File: src/rtl/wm_pkg.sv
// Shared types and default widths for the watermark pixel writer.
// Optional checksum output is enabled by WM_WRITER_CHECKSUM_EN.
package wm_pkg;

   localparam int WM_AMBA_WORD  = 16;
   localparam int WM_ADDR_DEPTH = 20;
   localparam int WM_DATA_DEPTH = 8;
   localparam int WM_FIFO_DEPTH = 4;

   typedef enum logic [1:0] {
      ST_IDLE,
      ST_PACK,
      ST_FLUSH,
      ST_DONE
   } wm_state_e;

endpackage

File: src/rtl/wm_word_fifo.sv
// Synchronous word FIFO; a push while full succeeds only alongside a pop.
// Depth must be a power of two, at least 2.
module wm_word_fifo #(
   parameter int W     = 16,
   parameter int DEPTH = 4
) (
   input  logic                       clk,
   input  logic                       rst_n,
   input  logic                       push_i,
   input  logic [W-1:0]               data_i,
   input  logic                       pop_i,
   output logic [W-1:0]               data_o,
   output logic                       full_o,
   output logic                       empty_o,
   output logic [$clog2(DEPTH):0]     count_o
);

   localparam int AW = $clog2(DEPTH);

   logic [W-1:0]  mem_q [DEPTH];
   logic [AW-1:0] wptr_q, rptr_q;
   logic [AW:0]   cnt_q, cnt_d;
   logic          do_push, do_pop;

   assign empty_o = (cnt_q == '0);
   assign full_o  = (cnt_q == (AW+1)'(DEPTH));
   assign count_o = cnt_q;
   assign data_o  = mem_q[rptr_q];

   assign do_pop  = pop_i && !empty_o;
   assign do_push = push_i && (!full_o || do_pop);

   always_comb begin
      cnt_d = cnt_q;
      if (do_push && !do_pop)
         cnt_d = cnt_q + 1'b1;
      else if (do_pop && !do_push)
         cnt_d = cnt_q - 1'b1;
   end

   always_ff @(posedge clk or negedge rst_n) begin
      if (!rst_n) begin
         wptr_q <= '0;
         rptr_q <= '0;
         cnt_q  <= '0;
         for (int i = 0; i < DEPTH; i++)
            mem_q[i] <= '0;
      end else begin
         cnt_q <= cnt_d;
         if (do_push) begin
            mem_q[wptr_q] <= data_i;
            wptr_q        <= wptr_q + 1'b1;
         end
         if (do_pop)
            rptr_q <= rptr_q + 1'b1;
      end
   end

endmodule

File: src/rtl/watermark_pixel_writer.sv
// Packs watermarked pixels into word pairs and streams them to the output bank.
// Define WM_WRITER_CHECKSUM_EN to add a per-frame checksum output.
module watermark_pixel_writer
   import wm_pkg::*;
#(
   parameter int          Amba_Word       = WM_AMBA_WORD,
   parameter int          Amba_Addr_Depth = WM_ADDR_DEPTH,
   parameter int          Data_Depth      = WM_DATA_DEPTH,
   parameter int          Fifo_Depth      = WM_FIFO_DEPTH,
   parameter int unsigned Base_Addr       = 0
) (
   input  logic                       clk,
   input  logic                       rst,
   input  logic                       new_pixel,
   input  logic [Data_Depth-1:0]      Pixel_Data,
   input  logic                       Image_Done,
   output logic                       wr_valid,
   input  logic                       wr_ready,
   output logic [Amba_Addr_Depth:0]   wr_addr,
   output logic [Amba_Word-1:0]       wr_data,
   output logic                       frame_done,
   output logic                       overflow
`ifdef WM_WRITER_CHECKSUM_EN
   ,
   output logic [Amba_Word-1:0]       checksum
`endif
);

   localparam int AW = Amba_Addr_Depth + 1;
   localparam logic [AW-1:0] BASE = AW'(Base_Addr);

   wm_state_e state_q, state_d;

   logic [Data_Depth-1:0]    hold_q, hold_d;
   logic                     half_q, half_d;
   logic                     ovf_q, ovf_d;
   logic [AW-1:0]            addr_q, addr_d;

   logic                     accept, start, fin;
   logic                     push, pop, drop;
   logic [Amba_Word-1:0]     push_word, head;
   logic                     fifo_full, fifo_empty;
   logic [$clog2(Fifo_Depth):0] fifo_cnt;

   wm_word_fifo #(
      .W     (Amba_Word),
      .DEPTH (Fifo_Depth)
   ) u_fifo (
      .clk     (clk),
      .rst_n   (rst),
      .push_i  (push),
      .data_i  (push_word),
      .pop_i   (pop),
      .data_o  (head),
      .full_o  (fifo_full),
      .empty_o (fifo_empty),
      .count_o (fifo_cnt)
   );

   always_ff @(posedge clk or negedge rst) begin
      if (!rst) begin
         state_q <= ST_IDLE;
         hold_q  <= '0;
         half_q  <= 1'b0;
         ovf_q   <= 1'b0;
         addr_q  <= BASE;
      end else begin
         state_q <= state_d;
         hold_q  <= hold_d;
         half_q  <= half_d;
         ovf_q   <= ovf_d;
         addr_q  <= addr_d;
      end
   end

   always_comb begin
      state_d = state_q;
      unique case (state_q)
         ST_IDLE:
            if (new_pixel)
               state_d = Image_Done ? ST_FLUSH : ST_PACK;
         ST_PACK:
            if (Image_Done)
               state_d = ST_FLUSH;
         ST_FLUSH:
            if (fifo_cnt == '0)
               state_d = ST_DONE;
         ST_DONE:
            state_d = ST_IDLE;
         default:
            state_d = ST_IDLE;
      endcase
   end

   // A frame-ending pixel is packed first; a lone half goes out zero-padded.
   always_comb begin
      accept    = new_pixel &&
                  (state_q == ST_IDLE || state_q == ST_PACK);
      start     = new_pixel && (state_q == ST_IDLE);
      fin       = Image_Done && (state_q == ST_PACK || start);
      push      = 1'b0;
      push_word = '0;
      if (accept && half_q) begin
         push      = 1'b1;
         push_word = {Pixel_Data, hold_q};
      end else if (fin && accept) begin
         push      = 1'b1;
         push_word = {{Data_Depth{1'b0}}, Pixel_Data};
      end else if (fin && half_q) begin
         push      = 1'b1;
         push_word = {{Data_Depth{1'b0}}, hold_q};
      end
      pop        = !fifo_empty && wr_ready;
      drop       = push && fifo_full && !pop;
      frame_done = (state_q == ST_DONE);
   end

   always_comb begin
      hold_d = hold_q;
      half_d = half_q;
      if (fin) begin
         hold_d = '0;
         half_d = 1'b0;
      end else if (accept) begin
         half_d = ~half_q;
         if (!half_q)
            hold_d = Pixel_Data;
      end
      ovf_d = start ? 1'b0 : (ovf_q | drop);
      addr_d = addr_q;
      if (state_q == ST_DONE)
         addr_d = BASE;
      else if (pop)
         addr_d = addr_q + 1'b1;
   end

   assign wr_valid = !fifo_empty;
   assign wr_data  = fifo_empty ? '0 : head;
   assign wr_addr  = addr_q;
   assign overflow = ovf_q;

`ifdef WM_WRITER_CHECKSUM_EN
   logic [Amba_Word-1:0] sum_q, sum_d;

   always_comb begin
      sum_d = sum_q;
      if (start)
         sum_d = '0;
      else if (pop)
         sum_d = sum_q + wr_data;
   end

   always_ff @(posedge clk or negedge rst) begin
      if (!rst)
         sum_q <= '0;
      else
         sum_q <= sum_d;
   end

   assign checksum = sum_q;
`endif

endmodule

File: config.mk
export PLATFORM = sky130hd
export DESIGN_NAME = watermark_pixel_writer
export DESIGN_NICKNAME = d
export VERILOG_FILES = /design/src/rtl/wm_pkg.sv /design/src/rtl/wm_word_fifo.sv /design/src/rtl/watermark_pixel_writer.sv
export SDC_FILE = /design/constraint.sdc
export NUM_CORES = 1
export LEC_CHECK = 0
export ABC_CLOCK_PERIOD_IN_PS = 3500
export CORE_MARGIN = 2
export CORE_UTILIZATION = 45
export CTS_CLUSTER_DIAMETER = 120
export CTS_CLUSTER_SIZE = 40
export DETAILED_ROUTE_END_ITERATION = 16
export PLACE_DENSITY = 0.72
export SYNTH_ARGS = -nofsm -noshare
export SYNTH_HDL_FRONTEND = slang
export SYNTH_SLANG_ARGS = --single-unit
File: constraint.sdc
create_clock -name clk -period 3.5 [get_ports clk]
set_input_delay 0.7 -clock clk [delete_from_list [all_inputs] [get_ports clk]]
set_output_delay 0.7 -clock clk [all_outputs]
set_load 0.02 [all_outputs]
Word-level counts from Yosys, hierarchy flattened --
Index checks and enable logic that the tools add are counted.
Operators by class: multipliers 0, divide/modulo/power cells 0, equality and inequality tests 8, $add $sub $neg 5, reduce and logical (&&, ||, !) cells 29, bitwise gates (word level) 4, magnitude comparators 3, shift-type cells 0, multiplexer cells 28
Operators by type and width (number):
- $mux W16 | 5
- $bwmux W64 | 1
- $mux W21 | 2
- $mux W8 | 5
- $bmux W16 S2 | 1
- $demux W16 S2 | 1
- $add A21 B1 Y21 const B | 1
- $logic_and A1 B1 Y1 | 14
- $mux W2 | 4
- $pmux W2 S4 | 1
- $ge A3 B3 Y1 const B | 2
- $mux W1 | 6
- $mux W3 | 2
- $ne A2 B2 Y1 const B | 3
- $not A2 Y3 | 2
- $reduce_bool A2 Y1 | 3
- $logic_not A1 Y1 | 5
- $add A2 B1 Y2 const B | 2
- $eq A2 B2 Y1 const B | 2
- $add A3 B1 Y3 const B | 1
- $eq A3 B3 Y1 const B | 1
- $logic_not A3 Y1 | 1
- $logic_or A1 B1 Y1 | 3
- $lt A3 B1 Y1 const B | 1
- other kinds (8) | 8
Word-level totals: register bits after elaboration 104, output and inout port bits 40, input port bits 13, memories kept 0, logic and storage cells 89, latch bits 0, bits in read-only memories 0, bits in writable memories 0

Logic depth before layout (Yosys ltp) --
depth after elaboration 13, mapped depth 12, gate-level depth less buffers 10

Modules after synthesis --
Synthesis repeated with hierarchy kept, for this count alone.
Second synthesis, totals: cells, all modules 395, area, all modules 5116.2 um^2
By module, submodules not included:
- wm_word_fifo | seq. area each 1776.7 um^2, cells each 191, area each 3195.6 um^2, times used 1
- watermark_pixel_writer | seq. area each 825.8 um^2, cells each 204, area each 1920.6 um^2, times used 1

Worst setup path before layout --
OpenSTA, ideal clock, no wires.
path type register to register, from register state_q[1], to register u_fifo.cnt_q[2] (netlist: u_fifo.count_o[2]), buffers on the path 2, stages on the path, launching flop included 13, setup time 0.079 ns, required time 3.421 ns, period minus slack after synthesis 2.737 ns, arrival time 2.658 ns, setup slack 0.763 ns, cell sequence dfrtp_1 > inv_1 > ha_1 > nor2_1 > nor4_2 > buf_2 > buf_1 > ha_1 > inv_1 > fa_1 > xor2_1 > nor2_1 > xor2_1
Between the ends: word-level cells in the longest chain between the ends 12, elaborated cells on any way between the ends 19, those cells by class 1 x eq/ne; 4 x mux; 14 x reduce/logical
RTL lines:
- start: declaration | line watermark_pixel_writer.sv:32 | wm_state_e state_q, state_d;
- start signal: assignment | line watermark_pixel_writer.sv:68 | state_q <= state_d;
- $logic_not A2 Y1 | line watermark_pixel_writer.sv:98, watermark_pixel_writer.sv:99
- $logic_and A1 B1 Y1 | line watermark_pixel_writer.sv:99 | start = new_pixel && (state_q == ST_IDLE);
- $logic_or A1 B1 Y1 | line watermark_pixel_writer.sv:100 | fin = Image_Done && (state_q == ST_PACK || start);
- $logic_and A1 B1 Y1 | line watermark_pixel_writer.sv:100
- $logic_and A1 B1 Y1 | line watermark_pixel_writer.sv:109 | end else if (fin && half_q) begin
- $mux W1 | line watermark_pixel_writer.sv:109
- $mux W1 | line watermark_pixel_writer.sv:106 | end else if (fin && accept) begin
- $mux W1 * | line watermark_pixel_writer.sv:103 | if (accept && half_q) begin
- $logic_and A1 B1 Y1 * | line wm_word_fifo.sv:31 | assign do_push = push_i && (!full_o || do_pop);
- via u_fifo.do_push | line wm_word_fifo.sv:23 | logic do_push, do_pop;
- $logic_not A1 Y1 | line wm_word_fifo.sv:37 | else if (do_pop && !do_push)
- $logic_and A1 B1 Y1 | line wm_word_fifo.sv:37
- $reduce_bool A2 Y1 (no source line)
- end signal: assignment | line wm_word_fifo.sv:49 | cnt_q <= cnt_d;
- end: declaration | line wm_word_fifo.sv:22 | logic [AW:0] cnt_q, cnt_d;
The timed path passes the listed nets; every way through them passes the cells marked *. A chain may end at the register's enable or synchronous reset.

Final worst setup path --
from register u_fifo.cnt_q[0] (netlist: u_fifo.count_o[0]), to output wr_data[2]
Between the ends: word-level cells in the longest chain between the ends 2
RTL lines:
- $logic_not A3 Y1 | line wm_word_fifo.sv:25 | assign empty_o = (cnt_q == '0);
- $mux W16 | line watermark_pixel_writer.sv:138 | assign wr_data = fifo_empty ? '0 : head;
- end: declaration | line watermark_pixel_writer.sv:20 | output logic [Amba_Word-1:0] wr_data,
No other way between the ends.

==> out/summary.txt <==
HOLD PATH
-----------------------------------------------------------------------------------------
Hold Crit Class ............................................................ input pin to async pin

FINAL LAYOUT
-----------------------------------------------------------------------------------------
Core occupancy in the finished layout ......................................        0.548
Final #Nets ................................................................          506
Layout cell share with drive strength beyond 1 .............................        0.175
Synth-to-Final Area Change .................................................        18.0%
Most common library cell in the layout ignoring fill and taps ..............      dfrtp_1
Antenna diode count ........................................................            0
Most frequent cells in the layout .......................................... 104 x dfrtp_1, 81 x a21oi_1, 51 x clkdlybuf4s50_1

TIMING
-----------------------------------------------------------------------------------------
Transition at the pin with the smallest max-transition slack ...............     0.793 ns
Headroom to the max-slew limit .............................................        0.472
Worst Skew .................................................................    0.0119 ns
Final max-slew violation count .............................................            0
Number of hold violations in the final report ..............................            0
Number of failing setup endpoints in the final timing report ...............            0
Period utilization .........................................................        0.876
Achievable clock frequency .................................................    0.326 GHz
Total negative slack for setup checks ......................................         0 ns
Setup repair after global routing missed its margin ........................           no
Min Clock Period, post-route ...............................................      3.07 ns

PWR
-----------------------------------------------------------------------------------------
Switching part of the total power ..........................................        0.384
Leakage power of the design ................................................      2.54 nW
Portion of total power attributed to sequential cells ......................        0.382
Comb power frac ............................................................        0.467
Switching power ............................................................      1.99 mW
IR Drop Worst-Case VDD .....................................................   0.000476 V
Clock power share ..........................................................        0.150
Ratio of total power to cell area ..........................................   870 nW/µm²
Pwr Total ..................................................................      5.18 mW
Internal power contribution ................................................      3.20 mW

DETAILED ROUTING
-----------------------------------------------------------------------------------------
Wirelength per Cell ........................................................      18.3 µm
Total iterations of the first detailed-routing run .........................            4
Detailed-route DRC error count .............................................            0
Number of vias per cell ....................................................         5.76
Count of antenna-violating nets left after detailed routing ................            0
Routed wire length .........................................................      11.5 mm
First DRT Iteration DRCs ...................................................          205
Total number of vias .......................................................         3607

SYNTH
-----------------------------------------------------------------------------------------
Post-synthesis sequential area ratio .......................................        0.515
Mapped Nets ................................................................          455
Area share of the leading cell type in the synthesized netlist .............        0.515
Number of flops mapped to enable cells by yosys ............................            0
YS warnings ................................................................            0
Avg Synthesized Cell Area ..................................................     11.8 µm²
Number of storage elements in the synthesis netlist ........................          104
Proportion of register bits with asynchronous set or reset after synthesis .         1.00
Netlist cell types .........................................................           41
Summed instance area of the synthesized netlist ............................     5050 µm²
Most area-hungry cell type in the Yosys netlist ............................      dfrtp_1
Synthesized netlist cell count .............................................          430
Cell types occupying the most area after synthesis ......................... dfrtp_1 51%, a21oi_1 8.0%, mux4_2 7.1%
Commonest register cell after synthesis ....................................      dfrtp_1

CRITICAL PATH
-----------------------------------------------------------------------------------------
Top Family by Delay on Critical Path ....................................... simple AND/OR/NAND/NOR gates
Critical Path Source Type ..................................................    flip-flop
Cell-by-cell listing of the critical path .................................. or3_1, and2_1, clkdlybuf4s50_1
Worst-path fanout max ......................................................           18
Beginning of the worst register-to-register path ...........................   state_q[1]
Delay of the slowest cell on the worst path ................................      0.70 ns
Master of the slowest instance on the critical path ........................        or3_1
Worst endpoint data arrival time ...........................................      2.37 ns
Startpoint of the most critical setup path ................................. u_fifo.count_o[0]
Worst setup path category .................................................. flip-flop to primary output
Worst endpoint required time ...............................................      2.80 ns
CP Buf/Inv Count ...........................................................            1
Endpoint type of the worst setup path ...................................... primary output

CLOCK NETWORK
-----------------------------------------------------------------------------------------
Maximum buffer depth of the clock tree .....................................            2
Setup bufs post-CTS ........................................................            0
H-Tree Depth ...............................................................            3
Root buffer cell ...........................................................     clkbuf_8
Clock tree from TritonCTS ..................................................          yes
Number of gates resized after cts ..........................................            0
Clock slew at reported path FFs ............................................      0.10 ns
Quantity of hold-fixing buffers added after cts ............................            0
Clk Latency, worst-skew pair ...............................................      0.38 ns
Number of sinks driven by the clock tree ...................................          104
Clock buffers created by TritonCTS .........................................            9

GRT
-----------------------------------------------------------------------------------------
GR Util All Layers .........................................................        0.206
First-pass GRT wire length .................................................      18.9 mm
Initial antenna violation count ............................................            0
Final global-route overflow total ..........................................            0
Via count of the first global-routing pass .................................         3701
Largest net degree at the start of global routing ..........................           61

DIE
-----------------------------------------------------------------------------------------
Boundary Pins ..............................................................           53
Height of the chip .........................................................       110 µm
Die ar. ....................................................................    12100 µm²
Effective utilization at floorplan .........................................        0.464
Core area ..................................................................    10900 µm²
Die X ......................................................................       110 µm
Num rows ...................................................................           38

RUN STATUS
-----------------------------------------------------------------------------------------
Outcome .................................................................... finished, final reports clean

PLACE
-----------------------------------------------------------------------------------------
Detailed-placement wirelength estimate .....................................      7.93 mm
Placer congestion estimate .................................................        0.771
Number of buffers inserted by port buffering ...............................           52

FLOW RUN
-----------------------------------------------------------------------------------------
Maxcap violations ..........................................................            0

-- worst register-to-register path, delay by kind of cell (launching register included) --
kind	cells	cell delay (ns)
adder cells (fa/ha/maj)	3	0.86
buffers and inverters	2	0.17
XOR/XNOR	2	0.34
flip-flops	1	0.42
AND/OR/NAND/NOR	3	0.52
-- per-layer routing --
layer | share of wire | up-vias | wire [µm] | global-route usage
li1 | - | 1661 | - | -
met1 | 0.42 | 1835 | 4820 | 0.253
met2 | 0.52 | 102 | 6010 | 0.365
met3 | 0.048 | 9 | 556 | 0.0406
met4 | 0.0078 | 0 | 89 | 0.0660
met5 | 0 | - | 0 | 0
-- registers in the layout (all words and copies together), names as in the netlist --
name and flops:
wr_addr 21, u_fifo.wptr_q 2, hold_q 8, half_q 1, u_fifo.count_o 3, overflow 1, u_fifo.mem_q 64, u_fifo.rptr_q 2
state_q 2
-- stage by stage --
step | worst slack [ns] | cells | cell area, µm² | hold WS, ns
after global routing | 0.320 | 626 | 5960 | 0.456
after CTS | 0.388 | 626 | 5960 | 0.418
after detailed placement | 0.579 | 610 | 5760 | 0.481
after floorplan | 0.763 | 430 | 5050 | 0.404
after global placement | 0.661 | 610 | 5760 | 0.463
final | 0.433 | 626 | 5960 | 0.394
-- worst paths after layout --
check                                          to  slack (ns)  depth (start not counted)
min in group clk                 u_fifo.mem_q[13]        0.50                          1
worst min register to register   u_fifo.mem_q[13]        0.50                          1
max in group asynchronous        u_fifo.mem_q[11]        2.38                          2
worst max-delay path                   wr_data[2]        0.43                          3
worst min-delay path                  wr_addr[13]        0.39                          1
worst max register to register  u_fifo.count_o[2]        1.10                         10
-- cell type report --
class,instances,area (µm²)
clock inverter,6,75.1
inverter,10,37.5
sequential,104,2600
timing repair buffer,68,651
clock buffer,10,128
tap,140,175
multi-input combinational,288,2290
fill,931,4930
-- cell usage after synthesis, drive strengths merged, types with 5 or more instances --
cell type  count
nand2         13
o21ai          9
mux4          16
buf           14
a22o           8
clkbuf        14
mux2i         10
and2          28
nor2          12
nor4           5
or4            7
a21oi         81
or3            7
dfrtp        104
xnor2         11
mux2          33
ha            11
nand4          6
inv           10
o31ai          7
nand3          6
-- cell families after synthesis --
| kind of cell | after synthesis | synth area share |
|---|---|---|
| buffers and inverters | 38 | 0.0329 |
| multiplexers | 59 | 0.165 |
| XOR/XNOR | 15 | 0.0260 |
| flip-flops | 104 | 0.515 |
| adder cells (fa/ha/maj) | 12 | 0.0312 |
| AND/OR/NAND/NOR | 92 | 0.107 |
| AO/OA/AOI/OAI | 110 | 0.124 |
-- power groups by stage --
stage	registers (mW)	clock network, mW	logic [mW]
3_5_place_dp	2.00	0	2.44
4_1_cts	1.98	0.803	2.45
2_1_floorplan	1.94	0	1.62
5_1_grt	2.04	0.845	2.64
6_report	1.98	0.779	2.42
3_3_place_gp	1.97	0	2.37
No activity file was read; power rests on OpenSTA's default activity.
